==> config.mk <==
export PLATFORM = sky130hd
export DESIGN_NAME = cam_write_arbiter
export DESIGN_NICKNAME = d
export VERILOG_FILES = /design/src/rtl/cam_write_arbiter.sv
export SDC_FILE = /design/constraint.sdc
export NUM_CORES = 1
export LEC_CHECK = 0
export ABC_AREA = 1
export CAP_MARGIN = 5
export CORE_MARGIN = 2
export CORE_UTILIZATION = 44
export DETAILED_ROUTE_END_ITERATION = 10
export PLACE_DENSITY = 0.73
export SLEW_MARGIN = 20
export SYNTH_ARGS = -nofsm -noshare
export SYNTH_HDL_FRONTEND = slang
export SYNTH_SLANG_ARGS = --single-unit
==> constraint.sdc <==
create_clock -name clk -period 6.1 [get_ports clk]
set_input_delay 0.915 -clock clk [delete_from_list [all_inputs] [get_ports clk]]
set_output_delay 0.915 -clock clk [all_outputs]
set_load 0.005 [all_outputs]
==> src/rtl/cam_write_arbiter.sv <==
// Merges the pixel-write streams of two cameras onto one frame-buffer write port.
//
// Split mode (mode[1]=1): each camera pushes into its own small FIFO. A round-robin
// scheduler pops at most one entry per cycle. Camera 1 lands on the left half of the frame
// and camera 0 on the right half.
//
// Pass-through (mode[1]=0): the selected camera is registered straight to the outputs.
//   - 01 selects cam0.
//   - 00 selects cam1.
//
// Ports:
//   clk, rst_n                    clock, async active-low reset
//   i_mode                        1x split, 01 cam0 only, 00 cam1 only
//   i_we/data/line/pixel_camN     per-camera pixel write
//   i_imag_depth/width_camN       per-camera image geometry
//   o_we, o_data_wr, o_line,
//   o_pixel                       frame-buffer write
//   o_imag_depth, o_imag_width    output frame geometry
//   o_grant                       source of the current o_we (0=cam0, 1=cam1)
//   o_ovf_cam0/1                  sticky FIFO overflow, cleared by reset or mode change
module cam_write_arbiter #(
  parameter int unsigned CAM_DATA_WIDTH = 12,
  parameter int unsigned CAM_LINE       = 9,
  parameter int unsigned CAM_PIXEL      = 10,
  parameter int unsigned FIFO_DEPTH     = 4,
  parameter int unsigned HALF_WIDTH     = 160,
  parameter int unsigned OUT_DEPTH      = 240
) (
  input  logic                      clk,
  input  logic                      rst_n,
  input  logic [1:0]                i_mode,
  input  logic                      i_we_cam0,
  input  logic                      i_we_cam1,
  input  logic [CAM_DATA_WIDTH-1:0] i_data_cam0,
  input  logic [CAM_DATA_WIDTH-1:0] i_data_cam1,
  input  logic [CAM_LINE-1:0]       i_line_cam0,
  input  logic [CAM_LINE-1:0]       i_line_cam1,
  input  logic [CAM_PIXEL-1:0]      i_pixel_cam0,
  input  logic [CAM_PIXEL-1:0]      i_pixel_cam1,
  input  logic [CAM_LINE-1:0]       i_imag_depth_cam0,
  input  logic [CAM_LINE-1:0]       i_imag_depth_cam1,
  input  logic [CAM_PIXEL-1:0]      i_imag_width_cam0,
  input  logic [CAM_PIXEL-1:0]      i_imag_width_cam1,
  output logic                      o_we,
  output logic [CAM_DATA_WIDTH-1:0] o_data_wr,
  output logic [CAM_LINE-1:0]       o_line,
  output logic [CAM_PIXEL-1:0]      o_pixel,
  output logic [CAM_LINE-1:0]       o_imag_depth,
  output logic [CAM_PIXEL-1:0]      o_imag_width,
  output logic                      o_grant,
  output logic                      o_ovf_cam0,
  output logic                      o_ovf_cam1
);

  localparam int unsigned PtrW   = (FIFO_DEPTH > 1) ? $clog2(FIFO_DEPTH) : 1;
  localparam int unsigned CntW   = PtrW + 1;
  localparam int unsigned EntryW = CAM_DATA_WIDTH + CAM_LINE + CAM_PIXEL;

  localparam logic [CntW-1:0]      CntFull  = CntW'(FIFO_DEPTH);
  localparam logic [CAM_PIXEL-1:0] HalfW    = CAM_PIXEL'(HALF_WIDTH);
  localparam logic [CAM_PIXEL-1:0] HalfMax  = CAM_PIXEL'(HALF_WIDTH - 1);
  localparam logic [CAM_PIXEL-1:0] FullW    = CAM_PIXEL'(2 * HALF_WIDTH);
  localparam logic [CAM_LINE-1:0]  OutDepth = CAM_LINE'(OUT_DEPTH);

  logic [1:0] mode_q;
  logic       mode_change;
  logic       split;

  // While i_mode differs from mode_q the cycle is a flush cycle, so mode_q is the mode in force.
  assign mode_change = (i_mode != mode_q);
  assign split       = mode_q[1];

  // Enqueue mapping: clamp to one half-screen, and move cam0 onto the right half.
  logic [CAM_PIXEL-1:0] pix_clamp0, pix_clamp1, pix_map0;
  logic [EntryW-1:0]    entry_in [2];
  logic [1:0]           we_in;

  always_comb begin
    pix_clamp0  = (i_pixel_cam0 > HalfMax) ? HalfMax : i_pixel_cam0;
    pix_clamp1  = (i_pixel_cam1 > HalfMax) ? HalfMax : i_pixel_cam1;
    pix_map0    = pix_clamp0 + HalfW;
    entry_in[0] = {i_data_cam0, i_line_cam0, pix_map0};
    entry_in[1] = {i_data_cam1, i_line_cam1, pix_clamp1};
    we_in       = {i_we_cam1, i_we_cam0};
  end

  // FIFO state.
  logic [EntryW-1:0]    mem_q [2][FIFO_DEPTH];
  logic [1:0][PtrW-1:0] wr_ptr_q, rd_ptr_q;
  logic [1:0][CntW-1:0] cnt_q;
  logic [1:0]           not_empty, full, push, pop, ovf_set;
  logic                 grant, any_pop, rr_q, rr_d;
  logic [EntryW-1:0]    head;

  // Scheduler and FIFO control.
  always_comb begin
    not_empty = '0;
    full      = '0;
    push      = '0;
    pop       = '0;
    ovf_set   = '0;
    grant     = 1'b0;
    any_pop   = 1'b0;
    rr_d      = rr_q;
    for (int c = 0; c < 2; c++) begin
      not_empty[c] = (cnt_q[c] != '0);
      full[c]      = (cnt_q[c] == CntFull);
    end
    if (split && !mode_change) begin
      any_pop = |not_empty;
      if (&not_empty) begin
        grant = rr_q;
        rr_d  = ~rr_q;
      end else begin
        grant = not_empty[1];
      end
      pop[0] = any_pop & ~grant;
      pop[1] = any_pop & grant;
      for (int c = 0; c < 2; c++) begin
        // A full FIFO popped this cycle has room for the push.
        push[c]    = we_in[c] & (~full[c] | pop[c]);
        ovf_set[c] = we_in[c] & full[c] & ~pop[c];
      end
    end
  end

  assign head = mem_q[grant][rd_ptr_q[grant]];

  always_ff @(posedge clk or negedge rst_n) begin
    if (!rst_n) begin
      mode_q   <= 2'b00;
      rr_q     <= 1'b0;
      wr_ptr_q <= '0;
      rd_ptr_q <= '0;
      cnt_q    <= '0;
    end else begin
      mode_q <= i_mode;
      rr_q   <= rr_d;
      if (mode_change) begin
        wr_ptr_q <= '0;
        rd_ptr_q <= '0;
        cnt_q    <= '0;
      end else begin
        for (int c = 0; c < 2; c++) begin
          if (push[c]) wr_ptr_q[c] <= wr_ptr_q[c] + PtrW'(1);
          if (pop[c])  rd_ptr_q[c] <= rd_ptr_q[c] + PtrW'(1);
          cnt_q[c] <= cnt_q[c] + CntW'(push[c]) - CntW'(pop[c]);
        end
      end
    end
  end

  // Storage needs no reset; occupancy is tracked by the pointers and counts.
  always_ff @(posedge clk) begin
    for (int c = 0; c < 2; c++) begin
      if (push[c]) mem_q[c][wr_ptr_q[c]] <= entry_in[c];
    end
  end

  // Output register.
  always_ff @(posedge clk or negedge rst_n) begin
    if (!rst_n) begin
      o_we         <= 1'b0;
      o_data_wr    <= '0;
      o_line       <= '0;
      o_pixel      <= '0;
      o_imag_depth <= '0;
      o_imag_width <= '0;
      o_grant      <= 1'b0;
      o_ovf_cam0   <= 1'b0;
      o_ovf_cam1   <= 1'b0;
    end else if (mode_change) begin
      o_we       <= 1'b0;
      o_ovf_cam0 <= 1'b0;
      o_ovf_cam1 <= 1'b0;
    end else if (split) begin
      o_we <= any_pop;
      if (any_pop) begin
        {o_data_wr, o_line, o_pixel} <= head;
        o_grant <= grant;
      end
      o_imag_depth <= OutDepth;
      o_imag_width <= FullW;
      o_ovf_cam0   <= o_ovf_cam0 | ovf_set[0];
      o_ovf_cam1   <= o_ovf_cam1 | ovf_set[1];
    end else if (mode_q[0]) begin
      o_we         <= i_we_cam0;
      o_data_wr    <= i_data_cam0;
      o_line       <= i_line_cam0;
      o_pixel      <= i_pixel_cam0;
      o_imag_depth <= i_imag_depth_cam0;
      o_imag_width <= i_imag_width_cam0;
      o_grant      <= 1'b0;
    end else begin
      o_we         <= i_we_cam1;
      o_data_wr    <= i_data_cam1;
      o_line       <= i_line_cam1;
      o_pixel      <= i_pixel_cam1;
      o_imag_depth <= i_imag_depth_cam1;
      o_imag_width <= i_imag_width_cam1;
      o_grant      <= 1'b1;
    end
  end

endmodule

==> summary.md, run 1 <==
| Metric | Value |
|---|---|
| CTS resizes | `0` |
| CP required | `about 6.5 ns` |
| CTS tree | `built` |
| Commonest non-fill, non-tap cell in the layout | `nand2_1` |
| Clock Latency Late Sink | `roughly 0.51 ns` |
| Die width | `around 190 um` |
| Final ANT Viol Nets | `0` |
| Setup tns final | `0 ns` |
| Post-Syn Instances | `1463` |
| Fmax | `271 MHz` |
| Die Y-Extent | `185 um` |
| Syn_area_per_cell | `around 9.9 um2` |
| RSZ-0062 raised after global routing | `false` |
| Hold Crit Class | `input pin to async pin` |
| TritonRoute pass-1 iters | `5` |
| Die Area | `34400 um2` |
| Critical path class | `flop to flop` |
| Final setup violating endpoints | `0` |
| DPL Wire Length | `about 23000 um` |
| Power Density | `286 nW/um2` |
| Num ports | `160` |
| Cell Area, Synth | `14500 um2` |
| Slack of the critical path | `2.41 ns` |
| Critical R2R Launch | `mode_q[0]` |
| Worst slew pin tran | `1.03 ns` |
| Rows | `66` |
| Final GP Congestion | `0.796` |
| Crit path arrival time | `between 4 and 5 ns` |
| Max clock buf depth | `3` |
| Most frequent cells in the layout | `631 x nand2_1, 248 x edfxtp_1, 158 x clkdlybuf4s50_1` |
| CTS sink cnt | `319` |
| Layout cells sized above 1 | `5.90%` |
| Post-synth top area cell | `edfxtp_1` |
| FF+latch count, synth | `about 320` |
| Period minus WS final | `3.69 ns` |
| H-tree levels | `2` |
| Buffers on Ports | `159` |
| Fin util | `53.8%` |
| Pleak | `7.12 nW` |
| GRT Util Overall | `22.5%` |
| Synth warn | `0` |
| Root buffer cell | `clkbuf_16` |
| First-pass GRT wire length | `60000 um` |
| Worst R2R Setup Slack | `2.41 ns` |
| Max-Cap Viols | `0` |
| Vias per cell | `roughly 5.4` |
| DRC Markers | `0` |
| Nets | `roughly 1700` |
| CP startpoint kind | `flop` |
| Pins Over Slew Limit | `0` |
| Global route overflow | `0` |
| Final period utilization | `60.5%` |
| Peak supply drop | `0.000165 V` |
| Ys async rst share | `22.3%` |
| Hold buffer count at cts | `0` |
| Unique masters post-synth | `31` |
| # fillers | `between 2000 and 3000` |
| Seq/Total Area, Yosys | `a little under two thirds` |
| Largest net degree at the start of global routing | `90` |
| Drt wl/cell | `18.7 um` |
| Hold_ws | `0.438 ns` |
| CP Capture Type | `flop` |
| Vias in the first global route | `around 11000` |
| Seq. cell area | `9230 um2` |
| Routed WL | `38400 um` |
| CORE AREA | `32500 um2` |
| Reg clk slew, reported paths | `0.06 ns` |
| DR vias | `approximately 11000` |
| Top_reg_cell synth | `edfxtp_1` |
| Worst-path fanout max | `45` |
| Status | `finished clean` |
| Synth area leaders | `edfxtp_1 51%, nand2_1 16%, dfrtp_1 12%` |
| R2r endpoint | `o_data_wr[11]` |
| Pre-CTS setup slack | `slightly above 2 ns` |
| Post-synth EDFFs | `248` |
| Headroom to the max-slew limit | `between 30% and 40%` |
| Area of the multi-input gates | `between 4000 and 5000 um2` |
| Initial antenna violation count | `1` |
| Num CTS Buffers | `34` |
| Yosys top cell area share | `51.4%` |
| Syn-to-layout area delta | `20.5%` |
| Postcts setup bufs | `0` |
| Hold Vio Cnt, Final | `0` |
| Starting Density | `44.7%` |
| Reg2reg path depth | `13` |
| Layout Skew | `approximately 0.020 ns` |
| DR iter-0 viols | `1271` |
state kept, by name (all words and copies together) (netlist names):
name,cells
mem_q,248
o_data_wr,12
o_imag_width,10
o_pixel,10
o_imag_depth,9
o_line,9
cnt_q,6
rd_ptr_q,4
wr_ptr_q,4
mode_q,2
o_grant,1
o_ovf_cam0,1
o_ovf_cam1,1
o_we,1
rr_q,1
synthesized netlist by cell type (2+ instances only):
| library cell | instances |
|---|---|
| nand2_1 | 634 |
| edfxtp_1 | 248 |
| nand4_1 | 130 |
| dfrtp_1 | 71 |
| nand3_1 | 69 |
| buf_2 | 52 |
| inv_1 | 48 |
| clkbuf_1 | 39 |
| nor2_1 | 32 |
| o21ai_0 | 31 |
| a31oi_1 | 29 |
| a21oi_1 | 14 |
| ha_1 | 13 |
| mux2i_1 | 13 |
| or2_2 | 5 |
| xor2_1 | 5 |
| buf_6 | 4 |
| buf_1 | 3 |
| buf_4 | 3 |
| inv_2 | 3 |
| nand2_2 | 3 |
| nand3_2 | 3 |
| fa_1 | 2 |
| xnor2_1 | 2 |
critical path, cell delays in order (launching register included):
cell	delay, ns
dfrtp_2	0.40
inv_2	0.73
nand2_1	0.10
nand2_1	0.17
inv_1	0.05
and2_1	0.13
buf_4	0.19
inv_2	0.32
a21oi_1	0.09
inv_2	0.72
buf_4	0.40
a31oi_1	0.07
nand2_1	0.12
nand2_1	0.06
routing by layer:
metal  vias up  routed length, um  share of wire, %  track usage (%)
li1       5235                  -                 -                -
met1      5341              15900                41             29.9
met2       546              17600                46             36.1
met3        76               3920                10             6.05
met4         0                980               2.5             7.17
met5         -                  0                 0                0
power by group:
group / switching (W) / leakage [nW] / internal [W] / total, W
clock network: 0.000824 / 0.499 / 0.00111 / 0.00193
logic: 0.000270 / 3.45 / 0.000274 / 0.000544
registers: 0.0000661 / 3.17 / 0.00244 / 0.00251
metrics by stage:
| step | area, um2 | total power [W] | instances |
|---|---|---|---|
| after floorplan | 14500 | 0.00274 | 1474 |
| after global placement | 16400 | 0.00309 | 1994 |
| after detailed placement | 16400 | 0.00309 | 1994 |
| after CTS | 17500 | 0.00501 | 2053 |
| after global routing | 17500 | 0.00516 | 2053 |
| final | 17500 | 0.00499 | 2055 |
worst max-delay path by stage:
stage,end,slack (ns),startpoint
4_1_cts,o_data_wr[11],2.47,mode_q[0]
5_1_grt,o_data_wr[11],2.04,mode_q[0]
2_1_floorplan,mem_q[0][0],2.57,i_mode[0]
6_report,o_data_wr[11],2.41,mode_q[0]
3_5_place_dp,o_pixel[9],2.02,i_mode[0]
3_3_place_gp,o_pixel[9],2.11,i_mode[0]
area by class of cell:
type	count	share of cell area, %
tap	442	3.17
multi-input combinational	1003	27.0
sequential	319	52.8
antenna	2	0.0287
clock inverter	13	0.545
clock buffer	46	5.31
timing repair buffer	179	9.98
inverter	51	1.10
logic make-up (layout without fill, tap and decap cells):
logic type | count (synthesis) | count (layout) | share of synthesized area (%)
compound gates | 76 | 76 | 2.95
xor+xnor | 7 | 7 | 0.423
fa+ha+maj | 15 | 15 | 1.40
buf+inv | 152 | 289 | 4.67
flops | 319 | 319 | 63.6
mux | 13 | 13 | 0.898
other cells | 1 | 14 | 0.0259
simple gates | 880 | 880 | 26.0
Power figures use the tool's default switching activity.
==> run 2, diff against run 1 <==
- clock period: 6.1 -> 3.61 ns (I/O delays scaled with it)
==> summary.md, run 2 (synthesis results as in run 1) <==
| Metric | Value |
|---|---|
| DPL Wire Length | `22500 um` |
| Max reg flops | `approximately 250` |
| Postcts setup bufs | `0` |
| Layout cells sized above 1 | `7.23%` |
| Buffers on Ports | `159` |
| # diodes | `0` |
| Pins Over Slew Limit | `0` |
| Most frequent cells in the layout | `631 x nand2_1, 248 x edfxtp_1, 158 x clkdlybuf4s50_1` |
| Initial antenna violation count | `2` |
| Clock power share | `39.2%` |
| Routed WL | `between 30000 and 40000 um` |
| Num CTS Buffers | `34` |
| Die width | `185 um` |
| Worst-path fanout max | `39` |
| Worst R2R Setup Slack | `0.70 ns` |
| Syn-to-layout area delta | `22.2%` |
| Internal power | `0.00653 W` |
| DR iter-0 viols | `1161` |
| Die Y-Extent | `185 um` |
| Starting Density | `44.7%` |
| Slowest stage delay, CP | `0.69 ns` |
| CP Capture Type | `flop` |
| CTS tree | `built` |
| Worst slew pin tran | `between 0.8 and 0.9 ns` |
| CTS resizes | `0` |
| Period minus WS final | `between 2 and 3 ns` |
| Fin cells | `2073` |
| Max-Cap Viols | `0` |
| Critical path, cell by cell | `inv_2 > nand2_1 > nand2_1 > nor2_4 > buf_4 > nand4_1 > nand2_2 > buf_4 > nand3_1 > nand2_1 > nand2_1 > nand2_1 > nand2_1` |
| Commonest non-fill, non-tap cell in the layout | `nand2_1` |
| Rows | `between 60 and 70` |
| Reg clk slew, reported paths | `0.06 ns` |
| Critical path class | `flop to flop` |
| Setup tns final | `0 ns` |
| CP startpoint kind | `flop` |
| Nets | `1727` |
| Hold Crit Class | `input pin to async pin` |
| DRC Markers | `0` |
| TritonRoute pass-1 iters | `5` |
| Die Area | `34400 um2` |
| CP most frequent cell | `nand2_1` |
| H-tree levels | `2` |
| CP max stage cell | `dfrtp_2` |
| Part of the power in registers | `between 40% and 50%` |
| Hold buffer count at cts | `0` |
| Final setup violating endpoints | `0` |
| Power Total | `0.00849 W` |
| Vias in the first global route | `11200` |
| Power Density | `between 400 and 500 nW/um2` |
| Final ANT Viol Nets | `0` |
| First-pass GRT wire length | `60500 um` |
| Max clock buf depth | `3` |
| RSZ-0062 raised after global routing | `false` |
| DR vias | `about 11000` |
| Sw power | `0.00197 W` |
| Comb power frac | `around 11%` |
| Pleak | `7.26 nW` |
| Clock Latency Late Sink | `~0.51 ns` |
| Fmax | `344 MHz` |
| Status | `finished clean` |
| Placed insts | `2012` |
| GRT Util Overall | `22.8%` |
| Final GP Congestion | `0.755` |
| Global route overflow | `0` |
| Root buffer cell | `clkbuf_16` |
| Crit path arrival time | `3.29 ns` |
| Switching Fraction | `between 20% and 30%` |
| Layout Skew | `0.0164 ns` |
| CTS sink cnt | `319` |
| Peak supply drop | `0.000277 V` |
| Drt wl/cell | `18.7 um` |
| Num ports | `160` |
| Hold Vio Cnt, Final | `0` |
| Headroom to the max-slew limit | `between 40% and 50%` |
| CORE AREA | `32500 um2` |
| Largest net degree at the start of global routing | `about 90` |
| CP required | `~4 ns` |
| Final period utilization | `80.5%` |
| Vias per cell | `~5.5` |
run 2: cell types whose count changed in the layout (fill, tap and decap cells not counted), sizes merged:
| cell | delta |
|---|---|
| buf | +18 |
| inv | -2 |
| clkbuf | +2 |
| clkinv | +3 |
| bufinv | -1 |
| diode | -2 |
run 2: final cells by class:
type | count | area (um2)
multi-input combinational | 1003 | 4720
clock buffer | 48 | 997
timing repair buffer | 197 | 1970
clock inverter | 13 | 63.8
fill | 2743 | 14700
inverter | 51 | 191
sequential | 319 | 9230
tap | 442 | 553
run 2: power by group through the flow:
| stage | Sequential, W | Combinational, W | Clock, W |
|---|---|---|---|
| floorplan | 0.00429 | 0.000338 | 0 |
| global placement | 0.00431 | 0.000908 | 0 |
| detailed placement | 0.00431 | 0.000925 | 0 |
| CTS | 0.00424 | 0.000931 | 0.00337 |
| global route | 0.00426 | 0.00102 | 0.00352 |
| finish | 0.00424 | 0.000927 | 0.00333 |
run 2: critical path, delay by kind of cell (launching register included):
kind                   cells  cell delay, ns
flip-flops                 1            0.69
AND/OR/NAND/NOR           10            1.20
buffers and inverters      3            0.88
run 2: through the flow:
step / utilization, % / area, um2 / hold slack [ns] / setup WS (ns)
6_report: 54.6 / 17700 / 0.104 / 0.705
3_5_place_dp: 51.3 / 16700 / 0.465 / 0.413
3_3_place_gp: 51.3 / 16700 / 0.464 / 0.468
5_1_grt: 54.6 / 17700 / 0.153 / 0.439
2_1_floorplan: - / 14500 / 0.246 / 0.453
4_1_cts: 54.6 / 17700 / 0.284 / 0.691
run 2: routing by layer:
metal / vias up / wire (um) / part of all wire, % / global-route usage, %
li1: 5272 / - / - / -
met2: 552 / 18300 / 47 / 37.8
met4: 4 / 952 / 2.5 / 6.89
met1: 5462 / 15900 / 41 / 30.3
met5: - / 23 / 0.059 / 0
met3: 88 / 3600 / 9.3 / 4.75
run 2: worst paths after layout:
path / depth (start not counted) / start / end
max in group asynchronous: 1 / rst_n / mode_q[0]
max reg2reg: 13 / mode_q[0] / o_data_wr[8]
min: 1 / rst_n / mode_q[1]
max: 13 / mode_q[0] / o_data_wr[8]
min in group clk: 2 / o_data_wr[5] / o_data_wr[5]
min reg2reg: 2 / o_data_wr[5] / o_data_wr[5]
